`config.mk`:
```
export PLATFORM = sky130hd
export DESIGN_NAME = spi_count_sender_flat
export DESIGN_NICKNAME = d
export VERILOG_FILES = /design/src/rtl/spi_count_sender_pkg.sv /design/src/rtl/spi_count_sender_if.sv /design/src/rtl/spi_count_sender_rise_detect.sv /design/src/rtl/spi_count_sender.sv /design/src/flat_wrapper.sv
export SDC_FILE = /design/constraint.sdc
export NUM_CORES = 1
export LEC_CHECK = 0
export CORE_MARGIN = 3
export CORE_UTILIZATION = 55
export CTS_CLUSTER_DIAMETER = 30
export DETAILED_ROUTE_END_ITERATION = 10
export GPL_TIMING_DRIVEN = 0
export MAX_ROUTING_LAYER = met4
export PLACE_DENSITY_LB_ADDON = 0.2
export SETUP_SLACK_MARGIN = 0.15
export SLEW_MARGIN = 10
export SYNTH_ARGS = -nofsm -noshare
export SYNTH_HDL_FRONTEND = slang
export SYNTH_SLANG_ARGS = --single-unit
```
`constraint.sdc`:
```
create_clock -name clk_100 -period 2.7 [get_ports clk_100]
set_clock_uncertainty 0.15 [all_clocks]
set_input_delay 0.54 -clock clk_100 [delete_from_list [all_inputs] [get_ports clk_100]]
set_output_delay 0.54 -clock clk_100 [all_outputs]
set_load 0.01 [all_outputs]
```
`src/rtl/spi_count_sender_pkg.sv`:
```
// Shared definitions for the spi_count_sender block.
//   spi_state_t  : frame sequencer states (IDLE -> LEAD -> XFER -> TRAIL)
//   SPI_DATA_W   : default counter / frame width in bits
//   SPI_CLK_DIV  : default clk_100 cycles per SCLK half-period
package spi_pkg;

  typedef enum logic [1:0] {
    IDLE  = 2'd0,
    LEAD  = 2'd1,
    XFER  = 2'd2,
    TRAIL = 2'd3
  } spi_state_t;

  localparam int SPI_DATA_W  = 8;
  localparam int SPI_CLK_DIV = 4;

endpackage

```
`src/rtl/spi_count_sender_if.sv`:
```
// Signal bundle between spi_count_sender and its environment.
//   next_count, start_send : synchronized button levels into the block
//   spi_miso               : serial data from the SPI slave
//   spi_sclk/mosi/cs_n     : SPI mode-0 master outputs
//   busy, done             : frame in progress / one-cycle end-of-frame pulse
//   count_o, rx_data       : press counter and last received byte
//   state                  : frame sequencer state, for observation only
// Handshake: start_send has no ready; a rising edge is accepted only while
// busy is low and is silently dropped otherwise. done marks the single cycle
// in which rx_data is updated and busy falls.
interface spi_count_sender_if #(
  parameter int DATA_W = spi_pkg::SPI_DATA_W
) ();
  logic              next_count;
  logic              start_send;
  logic              spi_miso;
  logic              spi_sclk;
  logic              spi_mosi;
  logic              spi_cs_n;
  logic              busy;
  logic              done;
  logic [DATA_W-1:0] count_o;
  logic [DATA_W-1:0] rx_data;
  spi_pkg::spi_state_t state;

  // The block is the SPI master.
  modport master (
    input  next_count, start_send, spi_miso,
    output spi_sclk, spi_mosi, spi_cs_n, busy, done, count_o, rx_data, state
  );

  modport slave (
    output next_count, start_send, spi_miso,
    input  spi_sclk, spi_mosi, spi_cs_n, busy, done, count_o, rx_data, state
  );
endinterface

```
`src/rtl/spi_count_sender_rise_detect.sv`:
```
// Rising-edge detector for an already-synchronized level.
//   clk_100 : system clock
//   s_rst   : synchronous active-high reset
//   i_level : input level
//   o_event : high for the cycle in which i_level is high and was low the
//             cycle before
// The history register resets to 1 so a level held high through reset does
// not produce a spurious event.
module rise_detect (
  input  logic clk_100,
  input  logic s_rst,
  input  logic i_level,
  output logic o_event
);

  logic r_prev;

  always_ff @(posedge clk_100) begin
    if (s_rst) r_prev <= 1'b1;
    else       r_prev <= i_level;
  end

  assign o_event = i_level & ~r_prev;

endmodule

```
`src/rtl/spi_count_sender.sv`:
```
// Press counter plus SPI mode-0 master that sends a snapshot of the counter,
// MSB first, on each start_send rising edge, and captures the MISO byte.
//   clk_100 : system clock
//   s_rst   : synchronous active-high reset
//   bus     : spi_count_sender_if master modport (buttons, SPI pins, status)
// Frame: cs_n low for CLK_DIV*(2*DATA_W+2) cycles = LEAD + DATA_W SCLK
// pulses of CLK_DIV high + CLK_DIV low + TRAIL.
module spi_count_sender
  import spi_pkg::*;
#(
  parameter int DATA_W  = SPI_DATA_W,
  parameter int CLK_DIV = SPI_CLK_DIV
) (
  input logic                  clk_100,
  input logic                  s_rst,
  spi_count_sender_if.master   bus
);

  localparam int DIV_W = (CLK_DIV > 1) ? $clog2(CLK_DIV) : 1;
  localparam int BIT_W = $clog2(DATA_W + 1);
  localparam logic [DIV_W-1:0] DIV_LAST = DIV_W'(CLK_DIV - 1);
  localparam logic [BIT_W-1:0] BIT_LAST = BIT_W'(DATA_W - 1);

  logic w_cnt_ev;
  logic w_start_ev;

  rise_detect u_cnt_edge (
    .clk_100 (clk_100),
    .s_rst   (s_rst),
    .i_level (bus.next_count),
    .o_event (w_cnt_ev)
  );

  rise_detect u_start_edge (
    .clk_100 (clk_100),
    .s_rst   (s_rst),
    .i_level (bus.start_send),
    .o_event (w_start_ev)
  );

  // Wrapping press counter, live in every state.
  logic [DATA_W-1:0] r_count;

  always_ff @(posedge clk_100) begin
    if (s_rst)         r_count <= '0;
    else if (w_cnt_ev) r_count <= r_count + 1'b1;
  end

  spi_state_t        r_state;
  logic [DIV_W-1:0]  r_div;
  logic [BIT_W-1:0]  r_bits;
  logic [DATA_W-1:0] r_tx;
  logic [DATA_W-1:0] r_rx;
  logic [DATA_W-1:0] r_rx_data;
  logic              r_sclk;
  logic              r_mosi;
  logic              r_cs_n;
  logic              r_busy;
  logic              r_done;

  always_ff @(posedge clk_100) begin
    if (s_rst) begin
      r_state   <= IDLE;
      r_div     <= '0;
      r_bits    <= '0;
      r_tx      <= '0;
      r_rx      <= '0;
      r_rx_data <= '0;
      r_sclk    <= 1'b0;
      r_mosi    <= 1'b0;
      r_cs_n    <= 1'b1;
      r_busy    <= 1'b0;
      r_done    <= 1'b0;
    end else begin
      r_done <= 1'b0;
      case (r_state)
        IDLE: begin
          r_sclk <= 1'b0;
          if (w_start_ev) begin
            // r_count is the pre-increment value if next_count fires too.
            r_tx    <= r_count;
            r_mosi  <= r_count[DATA_W-1];
            r_div   <= '0;
            r_bits  <= '0;
            r_cs_n  <= 1'b0;
            r_busy  <= 1'b1;
            r_state <= LEAD;
          end
        end

        LEAD: begin
          if (r_div == DIV_LAST) begin
            r_div   <= '0;
            r_state <= XFER;
          end else begin
            r_div <= r_div + 1'b1;
          end
        end

        XFER: begin
          if (r_div == DIV_LAST) begin
            r_div <= '0;
            if (!r_sclk) begin
              // Rising SCLK: slave data has been stable for a half period.
              r_sclk <= 1'b1;
              r_rx   <= {r_rx[DATA_W-2:0], bus.spi_miso};
            end else begin
              r_sclk <= 1'b0;
              r_bits <= r_bits + 1'b1;
              if (r_bits == BIT_LAST) begin
                // Last bit: leave MOSI as is and close the frame.
                r_state <= TRAIL;
              end else begin
                r_tx   <= {r_tx[DATA_W-2:0], 1'b0};
                r_mosi <= r_tx[DATA_W-2];
              end
            end
          end else begin
            r_div <= r_div + 1'b1;
          end
        end

        TRAIL: begin
          if (r_div == DIV_LAST) begin
            r_div     <= '0;
            r_cs_n    <= 1'b1;
            r_busy    <= 1'b0;
            r_done    <= 1'b1;
            r_rx_data <= r_rx;
            r_state   <= IDLE;
          end else begin
            r_div <= r_div + 1'b1;
          end
        end

        default: r_state <= IDLE;
      endcase
    end
  end

  assign bus.spi_sclk = r_sclk;
  assign bus.spi_mosi = r_mosi;
  assign bus.spi_cs_n = r_cs_n;
  assign bus.busy     = r_busy;
  assign bus.done     = r_done;
  assign bus.count_o  = r_count;
  assign bus.rx_data  = r_rx_data;
  assign bus.state    = r_state;

endmodule

```
`src/flat_wrapper.sv`:
```
// flat-port wrapper written by rule: the top's interface ports become plain ports
module spi_count_sender_flat import spi_pkg::*;
#(
  parameter int DATA_W  = SPI_DATA_W,
  parameter int CLK_DIV = SPI_CLK_DIV
)
  (clk_100, s_rst, bus_next_count, bus_start_send, bus_spi_miso, bus_spi_sclk, bus_spi_mosi, bus_spi_cs_n, bus_busy, bus_done, bus_count_o, bus_rx_data, bus_state);
  spi_count_sender_if #(.DATA_W(DATA_W)) bus_i ();
  input logic clk_100;
  input logic s_rst;
  input wire logic [$bits(bus_i.next_count)-1:0] bus_next_count;
  input wire logic [$bits(bus_i.start_send)-1:0] bus_start_send;
  input wire logic [$bits(bus_i.spi_miso)-1:0] bus_spi_miso;
  output wire logic [$bits(bus_i.spi_sclk)-1:0] bus_spi_sclk;
  output wire logic [$bits(bus_i.spi_mosi)-1:0] bus_spi_mosi;
  output wire logic [$bits(bus_i.spi_cs_n)-1:0] bus_spi_cs_n;
  output wire logic [$bits(bus_i.busy)-1:0] bus_busy;
  output wire logic [$bits(bus_i.done)-1:0] bus_done;
  output wire logic [$bits(bus_i.count_o)-1:0] bus_count_o;
  output wire logic [$bits(bus_i.rx_data)-1:0] bus_rx_data;
  output wire logic [$bits(bus_i.state)-1:0] bus_state;
  assign bus_i.next_count = bus_next_count;
  assign bus_i.start_send = bus_start_send;
  assign bus_i.spi_miso = bus_spi_miso;
  assign bus_spi_sclk = bus_i.spi_sclk;
  assign bus_spi_mosi = bus_i.spi_mosi;
  assign bus_spi_cs_n = bus_i.spi_cs_n;
  assign bus_busy = bus_i.busy;
  assign bus_done = bus_i.done;
  assign bus_count_o = bus_i.count_o;
  assign bus_rx_data = bus_i.rx_data;
  assign bus_state = bus_i.state;
  spi_count_sender #(.DATA_W(DATA_W), .CLK_DIV(CLK_DIV)) u_core (.clk_100(clk_100), .s_rst(s_rst), .bus(bus_i));
endmodule
```
# == Yosys cells after proc, flatten, opt, wreduce, memory -nomap -nowiden ==
# Cells that the tools add are included.
# word_totals
out_inout_bits,23
latch_bits,0
register_bits,46
inputBits,5
ramBits,0
mem_bits_ro,0
memories,0
# op_classes
n_lt_le_gt_ge,0
n_reduce_logical,12
eq_ne,12
n_shift,0
n_div,0
muxes,34
addsub,3
mul,0
bitwise_logic,6
# op_table
operator,count
2-to-1 mux 7 bit,4
2-to-1 mux 2 bit,8
one-hot mux 7 bit (2 select lines),1
2-to-1 mux 4 bit,3
2-to-1 mux 1 bit,11
"inequality test 2 x 1 -> 1 bit, second input constant",5
"adder 8 x 1 -> 8 bit, second input constant",1
one-hot mux 1 bit (2 select lines),4
one-hot mux 2 bit (4 select lines),1
one-hot mux 4 bit (2 select lines),1
"== test 2 bit, second input constant",3
AND reduction 3 bit,2
AND reduction 6 bit,1
AND reduction 5 bit,1
"adder 4 x 1 -> 4 bit, second input constant",1
"== test 4 x 3 -> 1 bit, second input constant",1
"inequality test 2 bit, second input constant",2
NOT 1 bit,4
one-hot mux 2 bit (2 select lines),1
AND reduction 2 bit,2
AND reduction 4 bit,1
nonzero test 2 bit,2
OR reduction 3 bit,1
"adder 2 x 1 -> 2 bit, second input constant",1
4 further kinds,5

# == Depth between registers and ports, before layout ==
# logic_depth
word_depth,5
ltp_mapped,8
mapped_depth_nobuf,6

# == Modules after synthesis ==
# Synthesis repeated with hierarchy kept, for this count alone.
# unflattened
hier_cells,226
area_unflattened_um2,1949.4
# modules_own_cells
mod,seq_area_each_um2,n_inst,cells_per_inst,area_per_inst_um2
spi_count_sender,880.8,1,220,1884.3
rise_detect,20.0,2,3,32.5

# == Worst setup path before layout ==
# Ideal clock, no wire load.
# synth_timing
path_kind,register to register
startpoint,register u_core.r_state[0] (netlist: u_core.bus.state[0])
endpoint,register u_core.r_tx[5]
n_path_buf,2
setup_slack_ps,804
arrival_time_ps,1658
path_stages_with_launch,8
period_less_slack_ps,1896
path_cell_list,dfxtp_1 -> inv_1 -> ha_1 -> buf_6 -> nand4_1 -> buf_2 -> a21oi_1 -> a311oi_2
# synth_between
elab_chain_len,3
elab_cells_between_ends,9
# synth_lines
element,line,rtl
start: declaration,spi_count_sender.sv:49,spi_state_t r_state;
start signal: assignment,spi_count_sender.sv:63,r_state <= IDLE;
start signal: assignment,spi_count_sender.sv:87,r_state <= LEAD;
start signal: assignment,spi_count_sender.sv:94,r_state <= XFER;
== test 2 bit / zero test 2 bit (equally long branches),spi_count_sender.sv:76,case (r_state)
inequality test 2 x 1 -> 1 bit (no line) (tied with other cells),--,
AND reduction 5 bit (no line),--,
end signal: assignment,spi_count_sender.sv:81,r_tx <= r_count;
end signal: assignment,spi_count_sender.sv:114,"r_tx <= {r_tx[DATA_W-2:0], 1'b0};"
end: declaration,spi_count_sender.sv:52,logic [DATA_W-1:0] r_tx;
# Several ways; a longest one is shown, not always the timed one.
# A chain may end at the register's enable or synchronous reset.

# == Worst setup path after layout ==
# layout_timing
startpoint,input port s_rst
endpoint,register u_core.r_rx_data[0] (netlist: u_core.bus.rx_data[0])
# layout_rtl
element,line,rtl
start: declaration,flat_wrapper.sv:10,input logic s_rst;
end signal: assignment,spi_count_sender.sv:129,r_rx_data <= r_rx;
end: declaration,spi_count_sender.sv:54,logic [DATA_W-1:0] r_rx_data;
# No word-level cell between the ends.

==> metrics <==
reg2reg setup slack=0.61 ns; Std-Cell Rows=21; Warnings, synthesis=0; slowest cell on the critical path=sky130_fd_sc_hd__clkdlybuf4s50_1; RSZ-0062 raised after global routing=false; number of instances in the synthesized netlist=218; data arrival at the endpoint of the critical path=2.12 ns; smallest setup slack after layout=0.596 ns; global-route wire length before repair=7.29 mm; Skew-Pair Late Insertion Delay=0.30 ns; number of distinct library cells after synthesis=40; Async SR Flop Fraction=0%; number of instances in the placed design=291; PortBufs=27; core outline area=3490 µm²; Initial Util=59.9%; finished layout cell area=2530 µm²; Hold Crit Depth=2; global router's overall resource usage=21.8%; Final Net Count=267; overall overflow remaining after global route=0; largest net degree at the start of global routing=16; vias post-DR=1647; summed instance area of the synthesized netlist=2090 µm²; final instance count without filler cells=299; required time of the worst setup path=2.72 ns; Most used DFF post-synth=sky130_fd_sc_hd__dfxtp_1; number of nets in the synthesized netlist=233; chain of cells forming the critical path=clkdlybuf4s50_1 -> clkbuf_1 -> clkbuf_1 -> a21oi_1; depth of the worst register-to-register path=7; buffers inserted during post-CTS setup optimization=0; Routed WL per cell=14.6 µm; number of clock buffers inserted by TritonCTS=5; end point of the most critical hold path=u_core.bus.rx_data[4]$_SDFFE_PP0P_; Placement Cell Area=2420 µm²; result of the run=completed; antenna violation net count after detailed routing=0; Hold Startpoint=u_core.bus.rx_data[4]$_SDFFE_PP0P_; total power=1.90 mW; number of buffers between clock root and the deepest sink=2; Slew headroom=55.2%; endpoint of the lowest-slack register-to-register path=u_core.r_tx[5]$_SDFFE_PP0P_; leakage dissipation=0.960 nW; Final period util=77.9%; floorplan die width=67.7 µm; highest attainable clock frequency=475 MHz; Root Buffer=sky130_fd_sc_hd__clkbuf_8; critical path's most frequent cell=sky130_fd_sc_hd__clkbuf_1; sequential area share after synthesis=44.0%; number of buffers inserted by hold repair at cts=0; count of flip-flops with a built-in enable after synthesis=0; Critical Path Start=s_rst; final hold vios=0; drt drc=0; Die Y=67.7 µm; share of post-route cells with drive strength above 1=11.9%; full die area=4580 µm²; number of antenna violations at the first check in global routing=0; Max VDD drop=0.482 mV; total negative slack for setup checks=0 ns; endpoint class of the critical path=flop; First DRT Iteration DRCs=155; Final Core Density=72.5%; final weighted congestion in routability-driven placement=0.760; Pre-Repair DR Iteration Count=4; Ant. Diodes=0; pwr/cell area=752 nW/µm²; number of flip-flops and latches in the synthesized netlist=46; Critical Path Source Type=input pin; number of levels the H-tree was split into=2; clock-pin slew on the worst setup and hold paths=0.09 ns; Place WS=0.341 ns; class of the tightest hold or removal check=reg -> reg; peak fanout along the critical path=10; Syn-to-layout area delta=21.1%; transition time at the pin with the least slew margin=0.672 ns; number of max-cap violations=0; final setup violation count=0; CTS tree=built; worst r2r src=u_core.bus.state[0]$_SDFFE_PP0P_; number of sinks on the clock net=46; post-CTS sizing=0; total wirelength of the detailed-routed design=4.37 mm; Final Max Slew Viols=0; worst slack on hold paths=0.309 ns; final critical path time including I/O delays and setup=2.10 ns; Worst path max stage delay=0.59 ns; Detailed Place HPWL=3.03 mm; Avg Inst Size Synth=9.60 µm²; critical path type=in -> reg; number of I/O pins=28; via count of the first global-routing pass=1520; per-cell via count in the routed design=5.51
[layout make-up]
class                   count  area, µm²
multi-input cells         154       1080
plain buffers              14       73.8
fillers                   274        962
well taps                  46       57.6
clock buffers               5       68.8
inverters                   4       15.0
flip-flops and latches     46        921
repair buffers             27        270
clock inverters             3       43.8
[power by group]
part	leakage [nW]	internal (mW)	switching (mW)	total, mW
registers	0.373	0.749	0.0486	0.798
logic	0.529	0.268	0.324	0.592
clock network	0.0585	0.277	0.237	0.514
[cells in the mapped netlist, types with 2 or more instances]
cell                       count  area, µm²
sky130_fd_sc_hd__and3_1        2       12.5
sky130_fd_sc_hd__nor2_1       18       67.6
sky130_fd_sc_hd__dfxtp_1      46        921
sky130_fd_sc_hd__ha_1         10        125
sky130_fd_sc_hd__nor2b_1       3       18.8
sky130_fd_sc_hd__clkbuf_1      5       18.8
sky130_fd_sc_hd__inv_1         4       15.0
sky130_fd_sc_hd__a21oi_1      22        110
sky130_fd_sc_hd__a311oi_2      7        105
sky130_fd_sc_hd__o21ai_0       2       10.0
sky130_fd_sc_hd__nor3b_1       2       15.0
sky130_fd_sc_hd__buf_4         2       15.0
sky130_fd_sc_hd__nand3b_1      3       22.5
sky130_fd_sc_hd__xor2_1        6       52.6
sky130_fd_sc_hd__nand4_1       5       31.3
sky130_fd_sc_hd__mux2i_1      19        190
sky130_fd_sc_hd__nand3_1       4       20.0
sky130_fd_sc_hd__or2_2         2       12.5
sky130_fd_sc_hd__buf_2         5       25.0
sky130_fd_sc_hd__nand2_1      24       90.1
sky130_fd_sc_hd__nand2b_1      5       31.3
sky130_fd_sc_hd__a211o_1       2       17.5
sky130_fd_sc_hd__o21bai_1      3       22.5
[cell families (layout without fill, tap and decap cells)]
kind of cell             Yosys count  after routing  share of synthesized area, %
AND/OR/NAND/NOR                   74             74                          17.3
flip-flops                        46             46                          44.0
AO/OA/AOI/OAI                     44             44                          16.4
adder cells (fa/ha/maj)           10             10                          5.98
buffers and inverters             18             53                          4.25
multiplexers                      19             19                          9.09
XOR/XNOR                           7              7                          2.93
[worst max-delay path by stage]
| stage | to | slack [ns] | cells past startpoint |
|---|---|---|---|
| after floorplan | u_core.r_tx[5]$_SDFFE_PP0P_ | 0.80 | 7 |
| after global placement | u_core.bus.rx_data[5]$_SDFFE_PP0P_ | 0.35 | 4 |
| after detailed placement | u_core.bus.rx_data[0]$_SDFFE_PP0P_ | 0.34 | 4 |
| after CTS | u_core.r_tx[5]$_SDFFE_PP0P_ | 0.62 | 7 |
| after global routing | u_core.bus.rx_data[0]$_SDFFE_PP0P_ | 0.49 | 4 |
| final | u_core.bus.rx_data[0]$_SDFFE_PP0P_ | 0.60 | 4 |
[layer usage]
layer  track usage, %  part of all wire, %  up-vias
met5                -                    0        -
met4             8.35                  1.4        0
met2             32.8                   47       29
met3             3.66                  3.3        8
li1                 -                    -      826
met1             29.3                   49      784
[sequential cells by signal, indices dropped and copies added, names as in the netlist, 2 cells and up]
| name | flops |
|---|---|
| u_core.r_div | 2 |
| u_core.bus.count_o | 8 |
| u_core.bus.state | 2 |
| u_core.bus.rx_data | 8 |
| u_core.r_tx | 7 |
| u_core.r_bits | 4 |
| u_core.r_rx | 8 |
[critical path, delay by kind of cell]
| kind | cells | cell delay (ns) |
|---|---|---|
| buffers and inverters | 3 | 1.48 |
| AO/OA/AOI/OAI | 1 | 0.11 |
[placed cells by master (no fill, tap or decap), drive strengths merged, types with 6 or more instances in the layout]
master,n
ha,10
a21oi,22
buf,9
nor2,19
mux2i,19
clkbuf,10
xor2,6
a311oi,7
clkdlybuf4s50,27
nand2,25
dfxtp,46
Note: power is estimated with default switching activity, not from simulation.
